$ cat src/rtl/graph_path_trace.sv
// rtl/graph_path_trace.sv - backward path tracer over level/adjacency RAMs; optional GRAPH_TRACE_MASK_EN adds path_mask
module graph_path_trace #(
    parameter int NODE_W  = 7,
    parameter int EDGE_W  = 11,
    parameter int LEVEL_W = 4,
    parameter int DEG_W   = 3
`ifdef GRAPH_TRACE_MASK_EN
    ,
    parameter int EDGE_NUM = 1034
`endif
) (
`ifdef GRAPH_TRACE_MASK_EN
    output logic [EDGE_NUM-1:0]            path_mask,
`endif
    input  logic                           CLK,
    input  logic                           RST_n,
    input  logic                           start,
    input  logic [NODE_W-1:0]              start_node,
    input  logic [NODE_W-1:0]              end_node,
    output logic                           busy,
    output logic                           done,
    output logic                           fail,
    output logic [NODE_W-1:0]              lvl_addr,
    input  logic [LEVEL_W-1:0]             lvl_rdata,
    output logic [NODE_W+DEG_W-1:0]        adj_addr,
    input  logic [NODE_W+EDGE_W:0]         adj_rdata,
    output logic                           edge_valid,
    input  logic                           edge_ready,
    output logic [EDGE_W-1:0]              edge_id,
    output logic                           edge_last
);

    typedef enum logic [2:0] {
        S_IDLE, S_RD_END, S_SCAN, S_RD_NLVL, S_CHECK, S_EMIT, S_DONE, S_FAIL
    } state_t;

    state_t state, state_nxt;

    logic [NODE_W-1:0]       start_q, cur, nbr;
    logic [LEVEL_W-1:0]      curlvl;
    logic [DEG_W-1:0]        slot;
    logic [EDGE_W-1:0]       edge_q;
    logic [NODE_W-1:0]       lvl_addr_q;
    logic [NODE_W+DEG_W-1:0] adj_addr_q;

    logic                    a_valid;
    logic [NODE_W-1:0]       a_nbr;
    logic [EDGE_W-1:0]       a_edge;
    logic [LEVEL_W-1:0]      lvl_m1;
    logic [DEG_W-1:0]        slot_inc;
    logic                    match;

    assign a_valid  = adj_rdata[NODE_W+EDGE_W];
    assign a_nbr    = adj_rdata[NODE_W+EDGE_W-1:EDGE_W];
    assign a_edge   = adj_rdata[EDGE_W-1:0];
    assign lvl_m1   = curlvl - LEVEL_W'(1);
    assign slot_inc = slot + DEG_W'(1);
    assign match    = (lvl_rdata == lvl_m1) && (lvl_rdata != '1);

    always_ff @(posedge CLK or negedge RST_n) begin
        if (!RST_n) state <= S_IDLE;
        else        state <= state_nxt;
    end

    always_comb begin
        state_nxt = state;
        case (state)
            S_IDLE:    if (start) state_nxt = S_RD_END;
            S_RD_END: begin
                if (lvl_rdata == '1)                            state_nxt = S_FAIL;
                else if (cur == start_q || lvl_rdata == '0)     state_nxt = S_DONE;
                else                                            state_nxt = S_SCAN;
            end
            S_SCAN:    state_nxt = a_valid ? S_RD_NLVL : S_FAIL;
            S_RD_NLVL: state_nxt = S_CHECK;
            S_CHECK: begin
                if (match)             state_nxt = S_EMIT;
                else if (slot == '1)   state_nxt = S_FAIL;
                else                   state_nxt = S_SCAN;
            end
            S_EMIT:    if (edge_ready) state_nxt = edge_last ? S_DONE : S_SCAN;
            S_DONE:    state_nxt = S_IDLE;
            S_FAIL:    state_nxt = S_IDLE;
            default:   state_nxt = S_IDLE;
        endcase
    end

    // Addresses are presented combinationally in the deciding cycle so the
    // synchronous RAMs return data in the state that consumes it.
    always_comb begin
        busy       = (state != S_IDLE) && (state != S_DONE) && (state != S_FAIL);
        done       = (state == S_DONE);
        fail       = (state == S_FAIL);
        edge_valid = (state == S_EMIT);
        lvl_addr   = lvl_addr_q;
        adj_addr   = adj_addr_q;
        case (state)
            S_IDLE:   if (start) lvl_addr = end_node;
            S_RD_END: if (lvl_rdata != '1 && lvl_rdata != '0 && cur != start_q)
                          adj_addr = {cur, {DEG_W{1'b0}}};
            S_SCAN:   if (a_valid) lvl_addr = a_nbr;
            S_CHECK:  if (!match && slot != '1) adj_addr = {cur, slot_inc};
            S_EMIT:   if (edge_ready && !edge_last) adj_addr = {nbr, {DEG_W{1'b0}}};
            default: ;
        endcase
    end

    always_ff @(posedge CLK or negedge RST_n) begin
        if (!RST_n) begin
            start_q    <= '0;
            cur        <= '0;
            nbr        <= '0;
            curlvl     <= '0;
            slot       <= '0;
            edge_q     <= '0;
            edge_id    <= '0;
            edge_last  <= 1'b0;
            lvl_addr_q <= '0;
            adj_addr_q <= '0;
        end else begin
            lvl_addr_q <= lvl_addr;
            adj_addr_q <= adj_addr;
            case (state)
                S_IDLE: if (start) begin
                    start_q <= start_node;
                    cur     <= end_node;
                end
                S_RD_END: begin
                    curlvl <= lvl_rdata;
                    slot   <= '0;
                end
                S_SCAN: if (a_valid) begin
                    nbr    <= a_nbr;
                    edge_q <= a_edge;
                end
                S_CHECK: begin
                    if (match) begin
                        edge_id   <= edge_q;
                        edge_last <= (lvl_m1 == '0);
                    end else if (slot != '1) begin
                        slot <= slot_inc;
                    end
                end
                S_EMIT: if (edge_ready && !edge_last) begin
                    cur    <= nbr;
                    curlvl <= lvl_m1;
                    slot   <= '0;
                end
                default: ;
            endcase
        end
    end

`ifdef GRAPH_TRACE_MASK_EN
    always_ff @(posedge CLK or negedge RST_n) begin
        if (!RST_n)
            path_mask <= '0;
        else if (state == S_IDLE && start)
            path_mask <= '0;
        else if (state == S_EMIT && edge_ready)
            path_mask <= path_mask | ({{(EDGE_NUM-1){1'b0}}, 1'b1} << edge_id);
    end
`endif

endmodule
$ cat config.mk
export PLATFORM = sky130hd
export DESIGN_NAME = graph_path_trace
export DESIGN_NICKNAME = d
export VERILOG_FILES = /design/src/rtl/graph_path_trace.sv
export SDC_FILE = /design/constraint.sdc
export NUM_CORES = 1
export LEC_CHECK = 0
export BUFFER_PORTS_ARGS = -buffer_cell sky130_fd_sc_hd__clkbuf_2
export CORE_MARGIN = 1.5
export CORE_UTILIZATION = 30
export CTS_CLUSTER_DIAMETER = 120
export DETAILED_ROUTE_END_ITERATION = 6
export GPL_ROUTABILITY_DRIVEN = 0
export PLACE_DENSITY = 0.52
export SLEW_MARGIN = 20
export SYNTH_ARGS = -nofsm -noshare
export SYNTH_HDL_FRONTEND = slang
export SYNTH_SLANG_ARGS = --single-unit
$ cat constraint.sdc
create_clock -name CLK -period 3.7 [get_ports CLK]
set_input_delay 0 -clock CLK [delete_from_list [all_inputs] [get_ports CLK]]
set_output_delay 0 -clock CLK [all_outputs]
set_load 0.01 [all_outputs]
==> results of run 1 <==
[metrics by stage]
stage / hold slack [ns] / area [um2] / power, mW
2_1_floorplan: -0.296 / 3400 / 2.49
3_3_place_gp: 0.224 / 3860 / 2.91
3_5_place_dp: 0.226 / 3860 / 2.95
4_1_cts: 0.00436 / 4470 / 3.83
5_1_grt: 0.0232 / 4480 / 4.06
6_report: 0.00838 / 4480 / 3.77
[routing by layer]
metal | track usage (%) | up-vias
met3 | 5.04 | 9
met5 | 0 | -
met4 | 4.45 | 0
li1 | - | 1246
met1 | 19.9 | 1268
met2 | 24.0 | 62
[worst min-delay path by stage]
| stage | start | end | slack (ns) | cells past startpoint |
|---|---|---|---|---|
| after floorplan | RST_n | adj_addr_q[0]$_DFF_PN0_ | -0.30 | 0 |
| after global placement | RST_n | edge_q[6]$_DFFE_PN0P_ | 0.22 | 1 |
| after detailed placement | RST_n | edge_q[6]$_DFFE_PN0P_ | 0.23 | 1 |
| after CTS | edge_ready | state[1]$_DFFE_PN0P_ | 0.004 | 3 |
| after global routing | lvl_rdata[0] | curlvl[0]$_DFFE_PN0P_ | 0.02 | 2 |
| final | lvl_rdata[0] | curlvl[0]$_DFFE_PN0P_ | 0.008 | 2 |
[cells by family (layout without fill, tap and decap cells)]
kind of cell,after synthesis,count (layout),share of synthesized area [%]
mux,44,44,14.3
buf+inv,21,130,3.68
compound gates,55,55,12.8
xor+xnor,14,14,3.61
simple gates,78,78,12.0
fa+ha+maj,4,4,1.47
flops,71,71,52.2
[state kept, by name, summed over array words and instances, names as in the netlist, 4 cells and up]
name / flops
edge_id: 11
start_q: 7
curlvl: 4
cur: 7
adj_addr_q: 10
lvl_addr_q: 7
edge_q: 11
nbr: 7
[worst max-delay path: stages, from the launching register on]
cell	delay (ns)
dfrtp_1	0.41
inv_1	0.09
ha_1	0.24
xnor2_1	0.25
xor2_1	0.26
nand3_4	0.16
a311oi_4	0.57
a221o_1	0.28
clkbuf_2	0.14
[layout make-up]
| cell class | count | area, um2 | share of cell area, % |
|---|---|---|---|
| Tap cell | 140 | 175 | 3.91 |
| Sequential cell | 71 | 1780 | 39.7 |
| Inverter | 6 | 22.5 | 0.503 |
| Clock inverter | 4 | 47.5 | 1.06 |
| Clock buffer | 11 | 233 | 5.20 |
| Multi-Input combinational cell | 195 | 1500 | 33.5 |
| Timing Repair Buffer | 109 | 721 | 16.1 |
[cell usage in the layout (no fill, tap or decap), types with 2 or more instances in the layout]
master / instances
a21oi_1: 9
a221o_1: 7
a22o_1: 5
a22oi_1: 7
and2_1: 2
and3_1: 3
and3_2: 5
buf_4: 4
clkbuf_1: 2
clkbuf_16: 9
clkbuf_2: 72
clkinv_2: 2
dfrtp_1: 71
dlygate4sd3_1: 33
ha_1: 4
inv_1: 5
mux2_2: 36
mux2i_1: 8
nand2_1: 27
nand2b_1: 6
nand3_1: 2
nand4_1: 3
nor2_1: 14
nor3_1: 2
o21ai_0: 10
o21ai_1: 3
or2_2: 2
or3_1: 3
xnor2_1: 6
xor2_1: 8
[power breakdown]
group | total [mW] | switching, mW | internal (mW)
Combinational | 1.52 | 0.785 | 0.730
Clock | 0.826 | 0.310 | 0.516
Sequential | 1.43 | 0.289 | 1.14
[repair_timing]
action | 4_1_cts | 5_1_grt
hold buffers | 33 | 0
gates resized for setup | 0 | 0
hold endpoints to repair | 77 | 0
setup endpoints to repair | 0 | 0
==> metrics.cfg, run 1 <==
[cells_and_area]
drive_above_1_share_pct = 35.9
final-instance-count-excl-fill = 536
nets = 437
flow.area_growth_from_synthesis_pct = 31.6
antenna_cells = 0
nFillCells = 1071
fin_util_pct = 40.9

[timing]
setup_total_negative_slack_ns = 0
worst_slew_pin_slew_ns = 0.791
share_of_the_clock_period_used_by_the_worst_path_after_layout_pct = 73.6
final_period_minus_worst_setup_slack_ns = 2.72
skew_ns = 0.00415
worst_slack_ns = 0.976
slew-limit-headroom_pct = 47.2
rsz0062_at_grt = false
slew_viol_final = 0
setup_viol_count_final = 0
finalHoldViolations = 0
max_clock_freq_ghz = 0.367

[power]
powerDensity_nw_per_um2 = 842
vdd_drop_max_uv = 319
power.static_leakage_nw = 2.09

[synth]
top_cells_by_count_synth = dfrtp_1, mux2_2, nand2_1
synth.ff_latch_count = 71
postSynth.asyncResetShare_pct = 100
net_count_of_the_mapped_netlist = 332
synthDistinctLibCells = 52
ys_warn_count = 0
synth.cell_area_um2 = 3400
ys_seq_area_share_pct = 52.2
synth.most_common_cell = dfrtp_1
yosys.area.top_type_share_pct = 52.2
yosysTopAreaCell = dfrtp_1
ys_top_cells_by_area = dfrtp_1, mux2_2, nand2_1, mux2i_1, a221o_1
post_synth_inst_count = 287
synth_edf_count = 0
syn-mean-instance-area_um2 = 11.8
synth_ff_type = dfrtp_1

[floorplanning]
die_area_um2 = 12000
rows = 38
die_w_um = 109
design.core.area_um2 = 10900
initial_core_util_pct = 31.1
num_io_pins = 74
dieHeight_um = 109

[route]
highest-signal-layer = met4
total_vias_in_the_final_route = 2585
drc = 0
firstDrtPassIters = 5
routed-wl-met3_um = 477
viasPerCell = 4.82
drt.antenna.violating_nets = 0
met2_wirelength_um = 3820
route.detailed.wl_per_inst_um = 15.6
wirelength_um = 8340
detailedRoute.firstIterationViolations = 84
drt-met1-wl_um = 3940

[global_routing]
grt_max_degree = 45
grt_pass1_vias = 2751
gr-total-overflow = 0
globalRouteTotalUtil_pct = 15.2
antenna_found_initial = 0
grt_pass1_wl_um = 13800

[worst_setup_path]
critPathRequiredTime_ns = 3.70
critical_path_arrival_ns = 2.72
setup.reg_to_reg.worst_slack_ns = 1.30
worst-r2r-cell-count = 4
critical_path.reg2reg.startpoint = state[2]$_DFFE_PN0P_
setup.worst_path.start = curlvl[0]$_DFFE_PN0P_
reg2reg_to = cur[2]$_DFFE_PN0P_
end_kind = output pin
timing.critical_path.to = adj_addr[8]
cp-start-kind = flip-flop
setup.worst_path.class = flip-flop to output pin
crit_fanout = 9

[cts]
clkTransAtPathRegs_ns = 0.05
clock_tree.root_cell = clkbuf_16
clkSinkCount = 71
cts_setup_buffers = 0
worstSkewPairLatency_ns = 0.33
cts_tree = done
clock_tree.htree_level_count = 3
maximum_buffer_depth_of_the_clock_tree = 2
cts_inserted_buffers = 9

[run]
timing.max_cap.violations = 0

[outcome]
status = completed

[placement]
io_buffer_count = 73
dp_hpwl_um = 5910
dp_slack_ns = 1.24
placed_cell_count = 488

[hold_path]
min_path_type = primary input to flip-flop

(Power assumes the default switching activity.)
==> run 2: changes to the inputs <==
--- a/config.mk
+++ b/config.mk
@@ -11,7 +11,7 @@
 export CTS_CLUSTER_DIAMETER = 120
 export DETAILED_ROUTE_END_ITERATION = 6
 export GPL_ROUTABILITY_DRIVEN = 0
-export PLACE_DENSITY = 0.52
+export PLACE_DENSITY = 0.54
 export SLEW_MARGIN = 20
 export SYNTH_ARGS = -nofsm -noshare
 export SYNTH_HDL_FRONTEND = slang
==> constraint.sdc (replaced) <==
create_clock -name CLK -period 2.45 [get_ports CLK]
set_input_delay 0 -clock CLK [delete_from_list [all_inputs] [get_ports CLK]]
set_output_delay 0 -clock CLK [all_outputs]
set_load 0.01 [all_outputs]
==> run 2 against run 1 <==
Die area unchanged. Global-route usage up 0.19 points. Worst hold slack better by 0.014 ns. Sequential power up 48%. Cell count up 4.1%. Critical endpoint is now adj_addr[7]. Largest power group unchanged.
==> metrics.cfg, run 2 (synthesized netlist as in run 1, its figures left out) <==
[route]
drt.antenna.violating_nets = 0
wirelength_um = 8430
viasPerCell = 4.75
drc = 0
total_vias_in_the_final_route = 2649
detailedRoute.firstIterationViolations = 95
route.detailed.wl_per_inst_um = 15.1
firstDrtPassIters = 4

[cts]
cts_inserted_buffers = 9
clock_tree.htree_level_count = 3
worstSkewPairLatency_ns = 0.33
maximum_buffer_depth_of_the_clock_tree = 2
cts_tree = done
clkSinkCount = 71
clock_tree.root_cell = clkbuf_16
clkTransAtPathRegs_ns = 0.06

[cells_and_area]
mostFrequentLayoutCell = dfrtp_1
fin_util_pct = 43.1
nets = 458
final-instance-count-excl-fill = 558
largest_regs = edge_id: 11 flops, edge_q: 11 flops, adj_addr_q: 10 flops
nFillCells = 1093
antenna_cells = 0
flow.area_growth_from_synthesis_pct = 38.6
drive_above_1_share_pct = 40.2
layout.cell_area.non_filler_um2 = 4710
layout.cells.most_common_list = dfrtp_1, clkbuf_2, mux2_2, dlygate4sd3_1, nand2_1

[floorplanning]
die_w_um = 109
num_io_pins = 74
design.core.area_um2 = 10900
initial_core_util_pct = 31.1
dieHeight_um = 109
die_area_um2 = 12000
rows = 38

[timing]
worst_slew_pin_slew_ns = 0.810
slew-limit-headroom_pct = 46.0
finalHoldViolations = 0
rsz0062_at_grt = true
share_of_the_clock_period_used_by_the_worst_path_after_layout_pct = 99.7
final_period_minus_worst_setup_slack_ns = 2.44
fin_worst_hold_slack_ns = 0.0227
setup_viol_count_final = 0
worst_slack_ns = 0.00732
max_clock_freq_ghz = 0.409
skew_ns = 0.0101
setup_total_negative_slack_ns = 0
slew_viol_final = 0

[placement]
io_buffer_count = 73
placed_cell_count = 500
dp_slack_ns = 0.0825
dp_hpwl_um = 6080
dpl-instance-area_um2 = 3970

[outcome]
status = completed

[power]
total_power_mw = 6.04
vdd_drop_max_uv = 586
powerDensity_nw_per_um2 = 1280
power.static_leakage_nw = 2.22

[global_routing]
gr-total-overflow = 0
use_met2_pct = 24.1
met1_track_usage_gr_pct = 19.9
antenna_found_initial = 0
grt_pass1_wl_um = 13800
grt_max_degree = 39
busiest_layer = met2
globalRouteTotalUtil_pct = 15.4
grt_pass1_vias = 2719
grt.met3_usage_pct = 5.39

[worst_setup_path]
critical_path_arrival_ns = 2.44
setup.worst_path.class = flip-flop to output pin
cp-start-kind = flip-flop
crit_fanout = 4
end_kind = output pin
critPathRequiredTime_ns = 2.45

[hold_path]
min_path_type = primary input to flip-flop

[run]
timing.max_cap.violations = 0

[run 2: cell count changes in the layout (fill, tap and decap cells not counted), moves of 2 or more]
cell | before | now
clkbuf_2 | 72 | 68
dlygate4sd3_1 | 33 | 35
clkinv_4 | 0 | 2
buf_2 | 0 | 5
buf_4 | 4 | 20
[run 2: worst paths after layout]
| check | startpoint | end | slack (ns) | depth (start not counted) |
|---|---|---|---|---|
| min reg2reg | lvl_addr_q[4]$_DFF_PN0_ | lvl_addr_q[4]$_DFF_PN0_ | 0.46 | 2 |
| min | start | state[0]$_DFFE_PN0P_ | 0.02 | 3 |
| max | cur[1]$_DFFE_PN0P_ | adj_addr[7] | 0.007 | 9 |
| max in group asynchronous | RST_n | adj_addr_q[3]$_DFF_PN0_ | 1.46 | 3 |
| max reg2reg | curlvl[0]$_DFFE_PN0P_ | edge_id[0]$_DFFE_PN0N_ | 0.26 | 9 |
| min in group asynchronous | RST_n | edge_q[5]$_DFFE_PN0P_ | 0.29 | 2 |
[run 2: cell type report]
cell class | instances | area, um2 | area share [%]
repair buffers | 130 | 897 | 19.0
clock inverters | 6 | 68.8 | 1.46
multi-input cells | 195 | 1540 | 32.7
well taps | 140 | 175 | 3.72
flip-flops and latches | 71 | 1780 | 37.7
inverters | 6 | 22.5 | 0.478
clock buffers | 10 | 229 | 4.86
[run 2: critical path, cell delays in order, from the launching register on]
cell	delay, ns
dfrtp_1	0.39
xor2_1	0.17
nor4_2	0.29
nand4_1	0.14
buf_6	0.16
o311a_4	0.12
a311oi_4	0.34
buf_4	0.20
a221o_1	0.17
clkbuf_2	0.14
[run 2: timing repair]
item | 4_1_cts | 5_1_grt
endpoints found under the hold margin | 72 | 0
buffers inserted | 7 | 0
pin swaps | 9 | 4
gates resized for setup | 4 | 9
setup endpoints to repair | 10 | 17
hold buffers | 35 | 0
[run 2: per-layer routing]
metal	vias to the layer above	wire (um)	part of all wire, %
met5	-	0	0
met4	0	96	1.1
met3	11	499	5.9
met2	72	3960	47
met1	1272	3870	46
li1	1294	-	-
[run 2: power breakdown]
group	leakage (nW)	internal, mW	total, mW	switching (mW)
registers	0.882	1.72	2.11	0.395
logic	1.19	1.32	2.62	1.30
clock network	0.143	0.793	1.30	0.510
==> run 3: changes to the inputs <==
==> constraint.sdc (replaced) <==
create_clock -name CLK -period 2.45 [get_ports CLK]
set_input_delay 0.3675 -clock CLK [delete_from_list [all_inputs] [get_ports CLK]]
set_output_delay 0.3675 -clock CLK [all_outputs]
set_load 0.01 [all_outputs]
==> run 3 against run 2 <==
The run now ends with negative setup slack left. Worst setup slack got worse by 0.29 ns. Critical path depth unchanged. Total power is 3.4% higher. Clock power increased by 5%. Via count is 4.8% lower. Highest routed layer unchanged.
==> metrics.cfg, run 3 (synthesized netlist as in run 1, its figures left out) <==
[timing]
finalHoldViolations = 0
worst_slew_pin_slew_ns = 0.393
setup_viol_count_final = 10
slew-limit-headroom_pct = 73.8
final_period_minus_worst_setup_slack_ns = 2.73
rsz0062_at_grt = true
share_of_the_clock_period_used_by_the_worst_path_after_layout_pct = 111
worst_slack_ns = -0.279
skew_ns = 0.00496
max_clock_freq_ghz = 0.366
slew_viol_final = 0

[cts]
cts_tree = done
clkSinkCount = 71
clkTransAtPathRegs_ns = 0.06
clock_tree.root_cell = clkbuf_16
maximum_buffer_depth_of_the_clock_tree = 2
worstSkewPairLatency_ns = 0.33
cts_inserted_buffers = 9
clock_tree.htree_level_count = 3

[route]
viasPerCell = 4.72
wirelength_um = 8060
detailedRoute.firstIterationViolations = 104
drc = 0
drt.antenna.violating_nets = 0
route.detailed.wl_per_inst_um = 15.1
firstDrtPassIters = 4
total_vias_in_the_final_route = 2522

[worst_setup_path]
critPathRequiredTime_ns = 2.08
cpPeakStageDelay_ns = 0.34
setup.worst_path.class = flip-flop to output pin
end_kind = output pin
worst-r2r-cell-count = 8
critical_path_arrival_ns = 2.36
cp-start-kind = flip-flop
crit_fanout = 9
cpMaxStageDelayCell = dfrtp_1
crit_chain = inv_1 > ha_4 > xor2_2 > o311a_4 > nand3_4 > a311oi_4 > buf_12 > a221o_1 > buf_2

[floorplanning]
design.core.area_um2 = 10900
dieHeight_um = 109
num_io_pins = 74
die_w_um = 109
initial_core_util_pct = 31.1
die_area_um2 = 12000
rows = 38

[global_routing]
gr-total-overflow = 0
grt_pass1_vias = 2706
grt_pass1_wl_um = 13400
antenna_found_initial = 0
globalRouteTotalUtil_pct = 14.8
grt_max_degree = 72

[cells_and_area]
largest_regs = edge_id: 11 flops, edge_q: 11 flops, adj_addr_q: 10 flops
antenna_cells = 0
mostFrequentLayoutCell = dfrtp_1
layout.cells.most_common_list = dfrtp_1, clkbuf_2, mux2_2, buf_4, nand2_1
nets = 434
flow.area_growth_from_synthesis_pct = 33.6
final-instance-count-excl-fill = 534
fin_util_pct = 41.5
drive_above_1_share_pct = 47.5

[placement]
io_buffer_count = 73
dp_slack_ns = -0.242
dp_hpwl_um = 5920
placed_cell_count = 517

[outcome]
violations = negative setup slack
status = complete, but fails checks

[run]
timing.max_cap.violations = 0

[power]
internal_power_mw = 4.04
power.static_leakage_nw = 2.16
pwr-share-comb_pct = 45.3
share_clk_of_total_power_pct = 21.8
powerDensity_nw_per_um2 = 1370
switching_share_pct = 35.4
power_frac_seq_pct = 32.9
switching_power_mw = 2.21
total_power_mw = 6.24
vdd_drop_max_uv = 465

[hold_path]
min_path_type = primary input to async pin

-- run 3: cell types whose count changed in the layout (fill, tap and decap cells not counted), sizes merged --
cell | before | now
buf | 27 | 43
inv | 6 | 5
clkinvlp | 1 | 0
dlygate4sd3 | 35 | 0
clkbuf | 78 | 75
-- run 3: routing by layer --
| layer | routed length, um | GRT usage (%) |
|---|---|---|
| met5 | 0 | 0 |
| met4 | 92 | 5.01 |
| met3 | 499 | 5.39 |
| met2 | 3760 | 23.4 |
| met1 | 3710 | 18.6 |
-- run 3: path summary, 6_finish.rpt --
check                                        start                 endpoint  slack, ns
setup / recovery             curlvl[1]$_DFFE_PN0P_              adj_addr[6]      -0.28
hold / removal                               RST_n   edge_id[9]$_DFFE_PN0N_       0.06
setup reg to reg             curlvl[1]$_DFFE_PN0P_   edge_id[8]$_DFFE_PN0N_       0.38
hold reg to reg            lvl_addr_q[4]$_DFF_PN0_  lvl_addr_q[4]$_DFF_PN0_       0.46
max in group asynchronous                    RST_n     state[1]$_DFFE_PN0P_       2.06
min in group CLK                     start_node[1]   start_q[1]$_DFFE_PN0P_       0.27
-- run 3: area by class of cell --
| type | count | area [um2] |
|---|---|---|
| repair buffers | 106 | 667 |
| flip-flops and latches | 71 | 1780 |
| inverters | 6 | 22.5 |
| clock buffers | 12 | 267 |
| multi-input cells | 195 | 1580 |
| fillers | 1054 | 6390 |
| well taps | 140 | 175 |
| clock inverters | 4 | 52.6 |
-- run 3: timing repair --
action                                  in CTS  in global routing
resized for setup                            9                 18
endpoints found under the setup margin      10                 17
pin swaps                                    5                  5
setup buffers                                1                  1
hold buffers                                 0                  0
-- run 3: worst max-delay path, delay by kind of cell, from the launching register on --
family          cells  cell delay, ns
compound gates      3            0.72
buf+inv             3            0.39
flops               1            0.34
fa+ha+maj           1            0.31
xor+xnor            1            0.16
simple gates        1            0.11
-- run 3: stage by stage --
step                      setup TNS, ns  hold WS [ns]  cell area (um2)
after CTS                         -3.01        0.0797             4490
after detailed placement          -2.05         0.433             4120
after global placement            -1.90         0.431             4120
final                             -2.35        0.0569             4540
after floorplan                       0        0.0719             3400
after global routing              -3.60        0.0879             4540
-- run 3: power by group through the flow --
stage | clock (mW) | combinational (mW) | sequential (mW)
after floorplan | 0 | 1.74 | 2.01
after global placement | 0 | 2.64 | 2.05
after CTS | 1.40 | 2.77 | 2.06
after detailed placement | 0 | 2.68 | 2.06
final | 1.36 | 2.83 | 2.06
after global routing | 1.45 | 3.13 | 2.14
